--- src/rtl/packet_serializer_pkg.sv ---
// Shared definitions for the packet serializer: FSM state encodings,
// default framing words and a constant clog2 helper.
package packet_serializer_pkg;

  // 3-bit state encodings; the enum below is built on top of these
  localparam logic [2:0] ST_IDLE = 3'd0;
  localparam logic [2:0] ST_HDR  = 3'd1;
  localparam logic [2:0] ST_SEQ  = 3'd2;
  localparam logic [2:0] ST_PAY  = 3'd3;
  localparam logic [2:0] ST_CHK  = 3'd4;
  localparam logic [2:0] ST_TRL  = 3'd5;

  typedef enum logic [2:0] {
    IDLE = ST_IDLE,
    HDR  = ST_HDR,
    SEQ  = ST_SEQ,
    PAY  = ST_PAY,
    CHK  = ST_CHK,
    TRL  = ST_TRL
  } state_t;

  localparam logic [7:0] DEF_HDR_WORD = 8'hA5;
  localparam logic [7:0] DEF_TRL_WORD = 8'h5A;

  // Smallest r with 2**r >= value (value >= 1)
  function automatic int clog2(input int value);
    int r;
    r = 0;
    for (int i = 0; i < 31; i++) begin
      if ((1 << i) < value) r = i + 1;
    end
    return r;
  endfunction

endpackage

--- src/rtl/sync_fifo.sv ---
// Synchronous first-word-fall-through FIFO with an occupancy count.
// The head word is visible on rd_data whenever the FIFO is not empty.
// Writes while full and reads while empty are ignored.
module sync_fifo
  import packet_serializer_pkg::*;
#(
  parameter int WIDTH = 8,
  parameter int DEPTH = 32
) (
  input  logic                     clk,
  input  logic                     rst,
  input  logic                     wr_en,
  input  logic [WIDTH-1:0]         wr_data,
  input  logic                     rd_en,
  output logic [WIDTH-1:0]         rd_data,
  output logic [clog2(DEPTH):0]    count,
  output logic                     full
);

  localparam int AW = clog2(DEPTH);
  localparam int CW = AW + 1;

  logic [WIDTH-1:0] mem [DEPTH];
  logic [AW-1:0]    wr_ptr_reg;
  logic [AW-1:0]    rd_ptr_reg;
  logic [CW-1:0]    count_reg;
  logic             push;
  logic             pop;
  logic             empty;

  assign full    = (count_reg == CW'(DEPTH));
  assign empty   = (count_reg == '0);
  assign push    = wr_en && !full;
  assign pop     = rd_en && !empty;
  assign count   = count_reg;
  // Fall-through read: the head must be usable in the same cycle it is popped
  assign rd_data = mem[rd_ptr_reg];

  // Storage array, no reset so it can map onto RAM
  always_ff @(posedge clk) begin
    if (push) mem[wr_ptr_reg] <= wr_data;
  end

  // Pointers and occupancy; pointers wrap naturally since DEPTH is a power of 2
  always_ff @(posedge clk) begin
    if (rst) begin
      wr_ptr_reg <= '0;
      rd_ptr_reg <= '0;
      count_reg  <= '0;
    end else begin
      if (push) wr_ptr_reg <= wr_ptr_reg + AW'(1);
      if (pop)  rd_ptr_reg <= rd_ptr_reg + AW'(1);
      count_reg <= count_reg + CW'(push) - CW'(pop);
    end
  end

endmodule

--- src/rtl/packet_serializer.sv ---
// Packet serializer: buffers input samples and emits framed packets
// (header, sequence, payload, optional checksum, trailer) on a
// valid/ready stream. Define PACKET_SERIALIZER_CHECKSUM_EN to insert an
// XOR checksum word between the payload and the trailer.
//
// state_reg names the kind of word currently held in the dout register.
// A payload word is popped from the FIFO at the edge that loads it into
// dout, so the next head is directly available for the following beat.
module packet_serializer
  import packet_serializer_pkg::*;
#(
  parameter int                DATA_W     = 8,
  parameter int                PKT_LEN    = 16,
  parameter int                FIFO_DEPTH = 32,
  parameter logic [DATA_W-1:0] HDR_WORD   = DATA_W'(DEF_HDR_WORD),
  parameter logic [DATA_W-1:0] TRL_WORD   = DATA_W'(DEF_TRL_WORD)
) (
  input  logic              clk,
  input  logic              rst,
  input  logic [DATA_W-1:0] din,
  input  logic              din_valid,
  output logic [DATA_W-1:0] dout,
  output logic              dout_valid,
  input  logic              dout_ready,
  output logic              busy,
  output logic              overflow,
  output logic [15:0]       pkt_cnt
);

  localparam int CNT_W = clog2(FIFO_DEPTH) + 1;
  localparam logic [7:0] LAST_IDX = 8'(PKT_LEN - 1);

  state_t            state_reg, state_next;
  logic [DATA_W-1:0] dout_reg, dout_next;
  logic              dout_valid_reg, dout_valid_next;
  logic [7:0]        idx_reg, idx_next;
  logic [7:0]        seq_reg, seq_next;
  logic [15:0]       pkt_cnt_reg, pkt_cnt_next;
  logic              overflow_reg;
  logic              pkt_ready_reg;
  logic              beat;
  logic              pop;
  logic [DATA_W-1:0] fifo_rd_data;
  logic [CNT_W-1:0]  fifo_count;
  logic              fifo_full;
`ifdef PACKET_SERIALIZER_CHECKSUM_EN
  logic [DATA_W-1:0] chk_reg, chk_next;
`endif

  sync_fifo #(
    .WIDTH (DATA_W),
    .DEPTH (FIFO_DEPTH)
  ) u_fifo (
    .clk     (clk),
    .rst     (rst),
    .wr_en   (din_valid),
    .wr_data (din),
    .rd_en   (pop),
    .rd_data (fifo_rd_data),
    .count   (fifo_count),
    .full    (fifo_full)
  );

  assign beat       = dout_valid_reg && dout_ready;
  assign dout       = dout_reg;
  assign dout_valid = dout_valid_reg;
  assign busy       = (state_reg != IDLE);
  assign overflow   = overflow_reg;
  assign pkt_cnt    = pkt_cnt_reg;

  // Next state and next output word; everything holds unless a beat (or packet start) occurs
  always_comb begin
    state_next      = state_reg;
    dout_next       = dout_reg;
    dout_valid_next = dout_valid_reg;
    idx_next        = idx_reg;
    seq_next        = seq_reg;
    pkt_cnt_next    = pkt_cnt_reg;
    pop             = 1'b0;
`ifdef PACKET_SERIALIZER_CHECKSUM_EN
    chk_next        = chk_reg;
`endif
    case (state_reg)
      IDLE: begin
        dout_valid_next = 1'b0;
        if (pkt_ready_reg) begin
          state_next      = HDR;
          dout_next       = HDR_WORD;
          dout_valid_next = 1'b1;
`ifdef PACKET_SERIALIZER_CHECKSUM_EN
          chk_next        = '0;
`endif
        end
      end
      HDR: begin
        if (beat) begin
          state_next = SEQ;
          dout_next  = DATA_W'(seq_reg);
        end
      end
      SEQ: begin
        if (beat) begin
          state_next = PAY;
          dout_next  = fifo_rd_data;
          pop        = 1'b1;
          idx_next   = '0;
`ifdef PACKET_SERIALIZER_CHECKSUM_EN
          chk_next   = chk_reg ^ fifo_rd_data;
`endif
        end
      end
      PAY: begin
        if (beat) begin
          if (idx_reg == LAST_IDX) begin
`ifdef PACKET_SERIALIZER_CHECKSUM_EN
            state_next = CHK;
            dout_next  = chk_reg;
`else
            state_next = TRL;
            dout_next  = TRL_WORD;
`endif
          end else begin
            dout_next  = fifo_rd_data;
            pop        = 1'b1;
            idx_next   = idx_reg + 8'd1;
`ifdef PACKET_SERIALIZER_CHECKSUM_EN
            chk_next   = chk_reg ^ fifo_rd_data;
`endif
          end
        end
      end
      CHK: begin
        if (beat) begin
          state_next = TRL;
          dout_next  = TRL_WORD;
        end
      end
      TRL: begin
        if (beat) begin
          state_next      = IDLE;
          dout_valid_next = 1'b0;
          pkt_cnt_next    = pkt_cnt_reg + 16'd1;
          seq_next        = seq_reg + 8'd1;
        end
      end
      default: begin
        state_next      = IDLE;
        dout_valid_next = 1'b0;
      end
    endcase
  end

  // State and output registers; packet start waits on a registered fill flag
  always_ff @(posedge clk) begin
    if (rst) begin
      state_reg      <= IDLE;
      dout_reg       <= '0;
      dout_valid_reg <= 1'b0;
      idx_reg        <= '0;
      seq_reg        <= '0;
      pkt_cnt_reg    <= '0;
      overflow_reg   <= 1'b0;
      pkt_ready_reg  <= 1'b0;
`ifdef PACKET_SERIALIZER_CHECKSUM_EN
      chk_reg        <= '0;
`endif
    end else begin
      state_reg      <= state_next;
      dout_reg       <= dout_next;
      dout_valid_reg <= dout_valid_next;
      idx_reg        <= idx_next;
      seq_reg        <= seq_next;
      pkt_cnt_reg    <= pkt_cnt_next;
      overflow_reg   <= overflow_reg | (din_valid & fifo_full);
      pkt_ready_reg  <= (fifo_count >= CNT_W'(PKT_LEN));
`ifdef PACKET_SERIALIZER_CHECKSUM_EN
      chk_reg        <= chk_next;
`endif
    end
  end

endmodule
--- config.mk ---
export PLATFORM = sky130hd
export DESIGN_NAME = packet_serializer
export DESIGN_NICKNAME = d
export VERILOG_FILES = /design/src/rtl/packet_serializer_pkg.sv /design/src/rtl/sync_fifo.sv /design/src/rtl/packet_serializer.sv
export SDC_FILE = /design/constraint.sdc
export NUM_CORES = 1
export LEC_CHECK = 0
export CAP_MARGIN = 20
export CORE_ASPECT_RATIO = 1.25
export CORE_UTILIZATION = 60
export CTS_CLUSTER_DIAMETER = 60
export CTS_CLUSTER_SIZE = 25
export DETAILED_ROUTE_END_ITERATION = 8
export HOLD_SLACK_MARGIN = 0.08
export PLACE_DENSITY = 0.78
export SYNTH_ARGS = -nofsm -noshare
export SYNTH_HDL_FRONTEND = slang
export SYNTH_HIERARCHICAL = 1
export SYNTH_SLANG_ARGS = --single-unit
--- constraint.sdc ---
create_clock -name clk -period 8.3 [get_ports clk]
set_clock_uncertainty 0.05 [all_clocks]
set_input_delay 1.245 -clock clk [delete_from_list [all_inputs] [get_ports clk]]
set_output_delay 1.245 -clock clk [all_outputs]
set_load 0.02 [all_outputs]
==> results.py, run 1 <==
metrics = {
    "run_status": {
        "status": "finished clean",
    },
    "setup_path": {
        "crit_chain": "clkdlybuf4s50_1 > nand4b_4 > a31o_4 > inv_1 > nand2_1 > inv_1 > ha_1 > inv_1 > ha_1 > inv_1 > fa_1 > nand2b_1 > a21oi_1 > o21a_1 > nor3_1",
        "crit_fanout": 9,
        "crit_buf_inv": 5,
        "reg2reg_to": "u_fifo/count[4]",
        "r2r-start": "state_reg[1]",
        "crit_top_cell": "inv_1",
        "crit_family": "buffers and inverters",
        "endpoint_kind": "flip-flop",
        "critical_path_required_ns": 8.63,
        "arrival_ns": 4.07,
        "r2r_cells": 14,
        "cp_slowest_cell": "clkdlybuf4s50_1",
        "critPathMaxStageDelay_ns": 0.57,
        "r2r_slack_ns": 4.91,
        "critPathKind": "primary input to flip-flop",
        "startpoint_type": "primary input",
    },
    "pwr": {
        "p_sw_w": 0.000812,
        "swShare_pct": 25.4,
        "power_w": 0.00320,
        "pwr-share-seq_pct": 57.4,
        "p_int_w": 0.00239,
        "ir_worst_vdd_mv": 0.223,
        "clkPwrFrac_pct": 29.7,
        "p_per_area_mw_per_mm2": 220,
        "power_leakage_nw": 4.58,
        "pwr-share-comb_pct": 12.9,
    },
    "finish": {
        "n_antenna_cell": 0,
        "nFillCells": 1451,
        "stdcell_count": 1209,
        "layout-drive-gt1-share_pct": 7.85,
        "area_growth_pct": 8.83,
        "seqCellArea_mm2": 0.00903,
        "largest_reg_flops": 256,
        "final_nets": 950,
        "multi_input_area_mm2": 0.00403,
    },
    "yosys": {
        "avgSynthCellArea_um2": 14.9,
        "synth_seq_area_share_pct": 67.5,
        "synthArstFlopShare_pct": 0,
        "synthMuxAreaShare_pct": 10.8,
        "yosysWarnings": 6,
        "yosys.area_share.xor_xnor_pct": 1.70,
        "syn_inst": 896,
        "synth_compound_area_share_pct": 6.28,
        "synth-edff-count": 256,
        "ys_ff_latch": 323,
        "synth_top_family_by_area": "multiplexers",
        "synth_top_flop_cell": "edfxtp_1",
        "syn_nets": 926,
        "synth-simple-area-share_pct": 9.60,
        "synthDistinctLibCells": 63,
        "synth-adder-area-share_pct": 1.74,
        "syn-cell-area_mm2": 0.0134,
    },
    "grt": {
        "grt_pass1_wl_um": 41400,
        "overflow": 0,
        "grt_pass1_vias": 7314,
        "antenna_found_initial": 0,
        "track_usage_pct": 24.3,
        "grt_start_max_net_pins": 62,
    },
    "timing": {
        "layout_min_cycle_time_ns": 3.74,
        "rsz0062_at_grt": "no",
        "setup_viol": 0,
        "max_slew_margin_pct": 28.2,
        "setup_tns_ns": 0,
        "slew_violations": 0,
        "fin_crit_sh_pct": 45.1,
        "fmax_mhz": 267,
        "worst_pin_slew_ns": 1.07,
        "hold_viol": 0,
    },
    "place": {
        "hpwlAfterDp_um": 17000,
        "buffer_ports.inserted": 38,
        "place_congestion": 0.865,
        "dp.cells": 1179,
    },
    "clock_tree": {
        "cts_buffer_depth": 3,
        "htreeDepth": 1,
        "clk_latency_ns": 0.52,
        "postCtsSetupBuffers": 0,
        "cts_root_buffer": "clkbuf_16",
        "clkSinkCount": 323,
        "cts_resized": 0,
        "cts_hold_buf": 0,
        "path_clk_slew_ns": 0.09,
        "numCtsBuffers": 18,
        "tritoncts": "done",
    },
    "drt": {
        "first_iter_violations": 727,
        "vias": 7588,
        "vias_per_cell": 6.28,
        "post-route-drc-count": 0,
        "firstDrtPassIters": 5,
        "ant_nets": 0,
        "wl_per_cell_um": 22.2,
        "totalWireLength_um": 26900,
    },
    "min_path": {
        "whs_path_depth": 2,
        "min_to": "overflow",
        "min_from": "overflow",
        "hold_path.class": "flip-flop to flip-flop",
    },
    "floorplan": {
        "start_util_pct": 61.7,
        "die-area_mm2": 0.0229,
        "die_w_um": 136,
        "die_h_um": 169,
        "rows": 60,
        "core_mm2": 0.0217,
        "ios": 39,
    },
    "job": {
        "drv_cap": 0,
    },
}
logic make-up (layout without fill, tap and decap cells):
kind of cell | Yosys count | in the layout
flops | 323 | 323
simple gates | 243 | 243
compound gates | 118 | 118
mux | 99 | 99
buf+inv | 69 | 103
xor+xnor | 26 | 26
fa+ha+maj | 18 | 18
Yosys cell counts (4+ instances only):
cell / n / area, um2
inv_1: 21 / 78.8
nor2b_1: 11 / 68.8
dfxtp_1: 67 / 1340
xor2_1: 13 / 114
nand4_1: 11 / 68.8
nor4bb_1: 4 / 40.0
buf_2: 18 / 90.1
a22oi_1: 32 / 240
nand2_1: 35 / 131
xnor2_1: 13 / 114
mux4_2: 18 / 405
a21oi_1: 29 / 145
and3_1: 7 / 43.8
a311oi_1: 4 / 35.0
mux2i_1: 64 / 641
edfxtp_1: 256 / 7690
nor2_1: 75 / 282
a22o_1: 12 / 105
or3_1: 9 / 56.3
o21ai_0: 12 / 60.1
mux4_1: 14 / 368
buf_1: 4 / 15.0
a221oi_1: 7 / 61.3
and2_1: 8 / 50.1
ha_1: 17 / 213
o21a_1: 4 / 30.0
nor3_1: 6 / 30.0
nand3_1: 43 / 215
clkbuf_1: 20 / 75.1
nor4_1: 4 / 25.0
cells in the final DEF (no fill, tap or decap), types with 4 or more instances in the layout:
master	instances
dfxtp_1	65
or3_1	9
inv_1	21
ha_1	17
a22oi_1	32
a311oi_1	4
xnor2_1	13
mux2i_1	64
clkbuf_16	19
nand4_1	11
nor3_1	6
edfxtp_1	256
clkdlybuf4s50_1	37
mux4_1	14
nor2_1	75
and2_1	8
o21a_1	4
nor4bb_1	4
a22o_1	12
nor4_1	4
xor2_1	13
a21oi_1	29
nor2b_1	11
and3_1	7
a221oi_1	7
buf_4	10
nand3_1	43
o21ai_0	12
mux4_2	18
nand2_1	35
worst min-delay path, delay by kind of cell, from the launching register on:
kind / cells / cell delay [ns]
flip-flops: 1 / 0.34
AO/OA/AOI/OAI: 1 / 0.04
AND/OR/NAND/NOR: 1 / 0.07
power by group through the flow:
stage / sequential [W] / combinational [W] / clock, W
final: 0.00184 / 0.000413 / 0.000952
after CTS: 0.00184 / 0.000412 / 0.000964
after global placement: 0.00187 / 0.000397 / 0
after global routing: 0.00185 / 0.000455 / 0.00102
after detailed placement: 0.00187 / 0.000410 / 0
after floorplan: 0.00187 / 0.000278 / 0
layout make-up:
cell class | instances | share of cell area (%)
Sequential cell | 323 | 62.0
Multi-Input combinational cell | 504 | 27.7
Timing Repair Buffer | 50 | 3.47
Clock buffer | 23 | 3.39
Tap cell | 279 | 2.40
Inverter | 23 | 0.593
Clock inverter | 7 | 0.421
layer usage:
metal	GRT usage, %	wire, um	up-vias
li1	-	-	3504
met3	2.99	1570	46
met4	8.45	829	0
met2	41.5	13900	262
met5	0	0	-
met1	32.0	10600	3776
stage by stage:
| stage | setup WS, ns | hold slack, ns | area (um2) | utilization, % |
|---|---|---|---|---|
| finish | 4.56 | 0.430 | 14600 | 67.1 |
| global route | 4.36 | 0.456 | 14600 | 67.1 |
| CTS | 4.60 | 0.436 | 14600 | 67.1 |
| detailed placement | 4.06 | 0.415 | 14000 | 64.6 |
| global placement | 4.11 | 0.399 | 14000 | 64.3 |
| floorplan | 4.88 | 0.390 | 13400 | - |
worst max path at each step:
| stage | from | end | cells after the start |
|---|---|---|---|
| after floorplan | dout_ready | u_fifo/count[4] | 14 |
| after global placement | dout_ready | u_fifo/count[4] | 15 |
| after detailed placement | dout_ready | u_fifo/count[4] | 15 |
| after CTS | dout_ready | u_fifo/count[4] | 15 |
| after global routing | dout_ready | u_fifo/count[4] | 15 |
| final | dout_ready | u_fifo/count[4] | 15 |
No activity file was read; power rests on OpenSTA's default activity.
==> run 2, diff against run 1 <==
Settings changed: CORE_UTILIZATION 60 to 55, PLACE_DENSITY 0.78 to 0.75.
Clock period 8.3 ns to 3.34 ns, I/O delays scaled along.
==> run 2 against run 1 <==
Effect of this change: first-iteration DRC count down 6.9%; cell count increased by 7.6%; combinational power rose to 2.6 times the previous value; die area grew 9.0%; critical path depth fell by 8; routed wire length is 1.8% lower; worst hold slack lost 0.0021 ns; register-to-register slack worse by 4.5 ns; via count grew 2.0%; non-clock buffer count up 47; clock-buffer cell count is 1 lower; critical path type is now flip-flop to flip-flop; highest routed layer unchanged.
==> results.py, run 2 (synthesized netlist as in run 1, its figures left out) <==
metrics = {
    "finish": {
        "finish.instance_area_mm2": 0.0150,
        "stdcell_count": 1301,
        "largest_reg_flops": 256,
        "layout_commonest_cell": "edfxtp_1",
        "n_antenna_cell": 0,
        "area_growth_pct": 11.9,
        "final_nets": 997,
        "final_cell_mix": "edfxtp_1 (256), nor2_1 (75), dfxtp_1 (65), mux2i_1 (64), buf_4 (57)",
        "layout-drive-gt1-share_pct": 12.3,
    },
    "grt": {
        "antenna_found_initial": 0,
        "overflow": 0,
        "grt_pass1_vias": 7536,
        "grt_pass1_wl_um": 41700,
        "track_usage_pct": 21.9,
        "grt_start_max_net_pins": 39,
    },
    "timing": {
        "worst_pin_slew_ns": 0.795,
        "setup_tns_ns": 0,
        "fmax_mhz": 342,
        "fin_crit_sh_pct": 87.5,
        "setup_viol": 0,
        "rsz0062_at_grt": "no",
        "whs_ns": 0.428,
        "max_slew_margin_pct": 47.0,
        "layout_min_cycle_time_ns": 2.92,
        "hold_viol": 0,
        "slew_violations": 0,
    },
    "setup_path": {
        "crit_fanout": 24,
        "endpoint_kind": "flip-flop",
        "critPathKind": "flip-flop to flip-flop",
        "startpoint_type": "flip-flop",
        "critical_path_required_ns": 3.71,
        "arrival_ns": 3.29,
    },
    "drt": {
        "wl_per_cell_um": 20.3,
        "vias": 7737,
        "vias_per_cell": 5.95,
        "totalWireLength_um": 26400,
        "firstDrtPassIters": 5,
        "first_iter_violations": 677,
        "ant_nets": 0,
        "post-route-drc-count": 0,
    },
    "clock_tree": {
        "cts_root_buffer": "clkbuf_16",
        "clkSinkCount": 323,
        "htreeDepth": 1,
        "postCtsSetupBuffers": 0,
        "clk_latency_ns": 0.53,
        "tritoncts": "done",
        "numCtsBuffers": 18,
        "cts_resized": 0,
        "path_clk_slew_ns": 0.09,
        "cts_buffer_depth": 3,
        "cts_hold_buf": 0,
    },
    "place": {
        "hpwlAfterDp_um": 17200,
        "place_congestion": 0.876,
        "dp.cells": 1272,
        "placed_cell_area_mm2": 0.0144,
        "buffer_ports.inserted": 38,
    },
    "floorplan": {
        "start_util_pct": 56.2,
        "core_mm2": 0.0238,
        "die-area_mm2": 0.0250,
        "die_h_um": 176,
        "rows": 63,
        "ios": 39,
        "die_w_um": 142,
    },
    "pwr": {
        "p_int_w": 0.00598,
        "pwr-share-seq_pct": 56.7,
        "power_leakage_nw": 4.82,
        "swShare_pct": 25.1,
        "clkPwrFrac_pct": 29.9,
        "ir_worst_vdd_mv": 0.545,
        "pwr-share-comb_pct": 13.4,
        "p_sw_w": 0.00201,
        "power_w": 0.00799,
        "p_per_area_mw_per_mm2": 534,
    },
    "run_status": {
        "status": "finished clean",
    },
    "min_path": {
        "hold_path.class": "flip-flop to flip-flop",
    },
    "job": {
        "drv_cap": 0,
    },
}
-- run 2: cell types whose count changed in the layout (fill, tap and decap cells not counted), sizes merged --
cell and change:
clkbuf -1, buf +47, inv -3, clkinv +2, clkinvlp +1
-- run 2: critical path: stages (launching register included) --
cell and delay [ns]:
dfxtp_2 0.85, buf_4 0.31, mux4_1 0.59, a221oi_1 0.45, nand3_1 0.13, a21oi_1 0.14
nand2_1 0.09, a22o_1 0.20
-- run 2: routing by layer --
layer	track usage, %	part of all wire [%]	vias up
met4	7.57	2.6	0
met1	29.4	41	3838
li1	-	-	3595
met2	37.3	50	260
met3	2.44	6.0	44
met5	0	0	-
-- run 2: through the flow --
step / worst slack (ns) / utilization, %
2_1_floorplan: 0.496 / -
3_3_place_gp: 0.180 / 60.5
3_5_place_dp: 0.124 / 60.5
4_1_cts: 0.392 / 62.9
5_1_grt: 0.220 / 62.9
6_report: 0.416 / 62.9
-- run 2: final timing paths --
check	to	slack [ns]	cells past startpoint	startpoint
worst max-delay path	dout[1]	0.42	7	flip-flop
worst min-delay path	overflow	0.43	2	overflow
worst max register to register	dout[1]	0.42	7	flip-flop
worst min register to register	overflow	0.43	2	overflow
-- run 2: area by class of cell --
| class | instances | area (um2) |
|---|---|---|
| inverters | 23 | 86.3 |
| flip-flops and latches | 323 | 9030 |
| repair buffers | 97 | 843 |
| clock buffers | 22 | 508 |
| clock inverters | 7 | 62.6 |
| multi-input cells | 504 | 4030 |
| well taps | 325 | 407 |
| fillers | 1782 | 8830 |
-- run 2: power by group through the flow --
stage                     combinational (W)  sequential [W]  clock (W)
after floorplan                    0.000690         0.00464          0
after global placement              0.00104         0.00461          0
after detailed placement            0.00107         0.00462          0
after CTS                           0.00107         0.00453    0.00244
after global routing                0.00119         0.00454    0.00258
final                               0.00107         0.00453    0.00239
==> RTL edit: new RTL, flow settings as in run 2 <==
Build with the macro `PACKET_SERIALIZER_CHECKSUM_EN` defined.
--- a/src/rtl/packet_serializer.sv
+++ b/src/rtl/packet_serializer.sv
@@ -6,6 +6,8 @@
 // state_reg names the kind of word currently held in the dout register.
 // A payload word is popped from the FIFO at the edge that loads it into
 // dout, so the next head is directly available for the following beat.
+`define PACKET_SERIALIZER_CHECKSUM_EN
+
 module packet_serializer
   import packet_serializer_pkg::*;
 #(
Formal check against the unedited RTL: no difference found for any inputs over 10 cycles, from zero or initial values and one cycle with rst high; that may be too few to reach the edited logic, so the function may still have changed.
==> RTL edit against run 2 <==
Wire length rose by 9.0%. Critical path depth rose by 7. Sequential power rose by 1%. Total power rose by 1.2%. Synthesized cell count rose by 7.0%. Sequential cell count rose by 8. Cell area rose by 4.2%. Worst setup slack got worse by 40 ps. Synthesized area rose by 3.8%. Critical path type unchanged. Largest power group unchanged.
==> RTL edit: results (changes against run 2) <==
Detailed routing:
- The total via count in the routed design is 8268 (was 7737).
- The total length of routed met3 wires is 1.45 mm (was 1.58 mm).
- The routed wire length on met2 is 15.0 mm (was 13.3 mm).
- The routed metal-1 wirelength is 11.5 mm (was 10.8 mm).
- The aggregate routed wire length is 28.8 mm (was 26.4 mm).

Synth:
- The number of synthesized register bits is 331 (was 323).
- The number of distinct library cells after synthesis came to 71 (was 63).
- The sequential element share of the synthesized area is 66.1% (was 67.5%).
- The net count after synthesis is 989 (was 926).

Placed design:
- The last weighted congestion value of the routability-driven placer is 0.823 (was 0.876).
- The placed wire-length estimate is 18.8 mm (was 17.2 mm).
- The worst slack after detailed placement is 170 ps (was 124 ps).

Worst setup path:
- The reg-to-reg setup timing slack is 380 ps (was 420 ps).
- The largest incremental delay on the critical path came to 410 ps (was 850 ps).
- The capturing instance or port of the critical path is u_fifo/count[4] (was dout[1]).
- The critical path's top delay family is adder cells (was flip-flops).
- The critical path's slowest cell is sky130_fd_sc_hd__dfxtp_1 (was sky130_fd_sc_hd__dfxtp_2).

Global route:
- The via count of the first global-routing pass is 8090 (was 7536).
- The first-pass GRT wire length is 44.9 mm (was 41.7 mm).
- The met3 usage was 2.69% (was 2.44%).

Power:
- The peak ir drop on the vdd network is 461 uV (was 545 uV).
- The power per unit of standard cell area is 518 nW/um^2 (was 534 nW/um^2).
- The power consumed by the clock network is 2640 uW (was 2390 uW).
- The static leakage is 0.00491 uW (was 0.00482 uW).

Hold path:
- The kind of path behind the tightest hold check is input port to register (was register to register).

Timing:
- The peak clock frequency supported by timing is 337 MHz (was 342 MHz).
- The slew at the pin closest to its max-slew limit was 736 ps (was 795 ps).

Final layout:
- The post-layout net count is 1055 (was 997).
- The final cell count without fillers is 1366 (was 1301).
- The share of final-layout standard cells stronger than drive strength 1 is 11.9% (was 12.3%).

Status:
- Status: finished, final reports clean (unchanged).

Clock tree:
- The number of CTS-inserted buffers is 20 (was 18).
-- RTL edit: area by class of cell --
cell class | count | area [sq um]
sequential | 331 | 9190
fill | 1857 | 9060
multi-input combinational | 543 | 4320
timing repair buffer | 97 | 881
clock buffer | 23 | 554
tap | 330 | 413
inverter | 32 | 120
clock inverter | 10 | 115
-- RTL edit: worst min path at each step --
stage	startpoint	endpoint	slack, ps	cells after the start
global route	rst	idx_reg[1]	430	2
global placement	overflow	overflow	400	2
detailed placement	overflow	overflow	410	2
floorplan	u_fifo/count[4]	pkt_ready_reg	390	2
CTS	rst	u_fifo/count[1]	400	2
finish	rst	u_fifo/count[1]	410	2
-- RTL edit: cells by family (layout without fill, tap and decap cells) --
kind of cell    Yosys count  in the layout  share of synthesized area (%)
fa+ha+maj                18             18                           1.68
compound gates          136            136                           7.36
mux                      99             99                           10.4
simple gates            263            263                           9.98
xor+xnor                 27             27                           1.70
flops                   331            331                           66.1
buf+inv                  85            162                           2.75
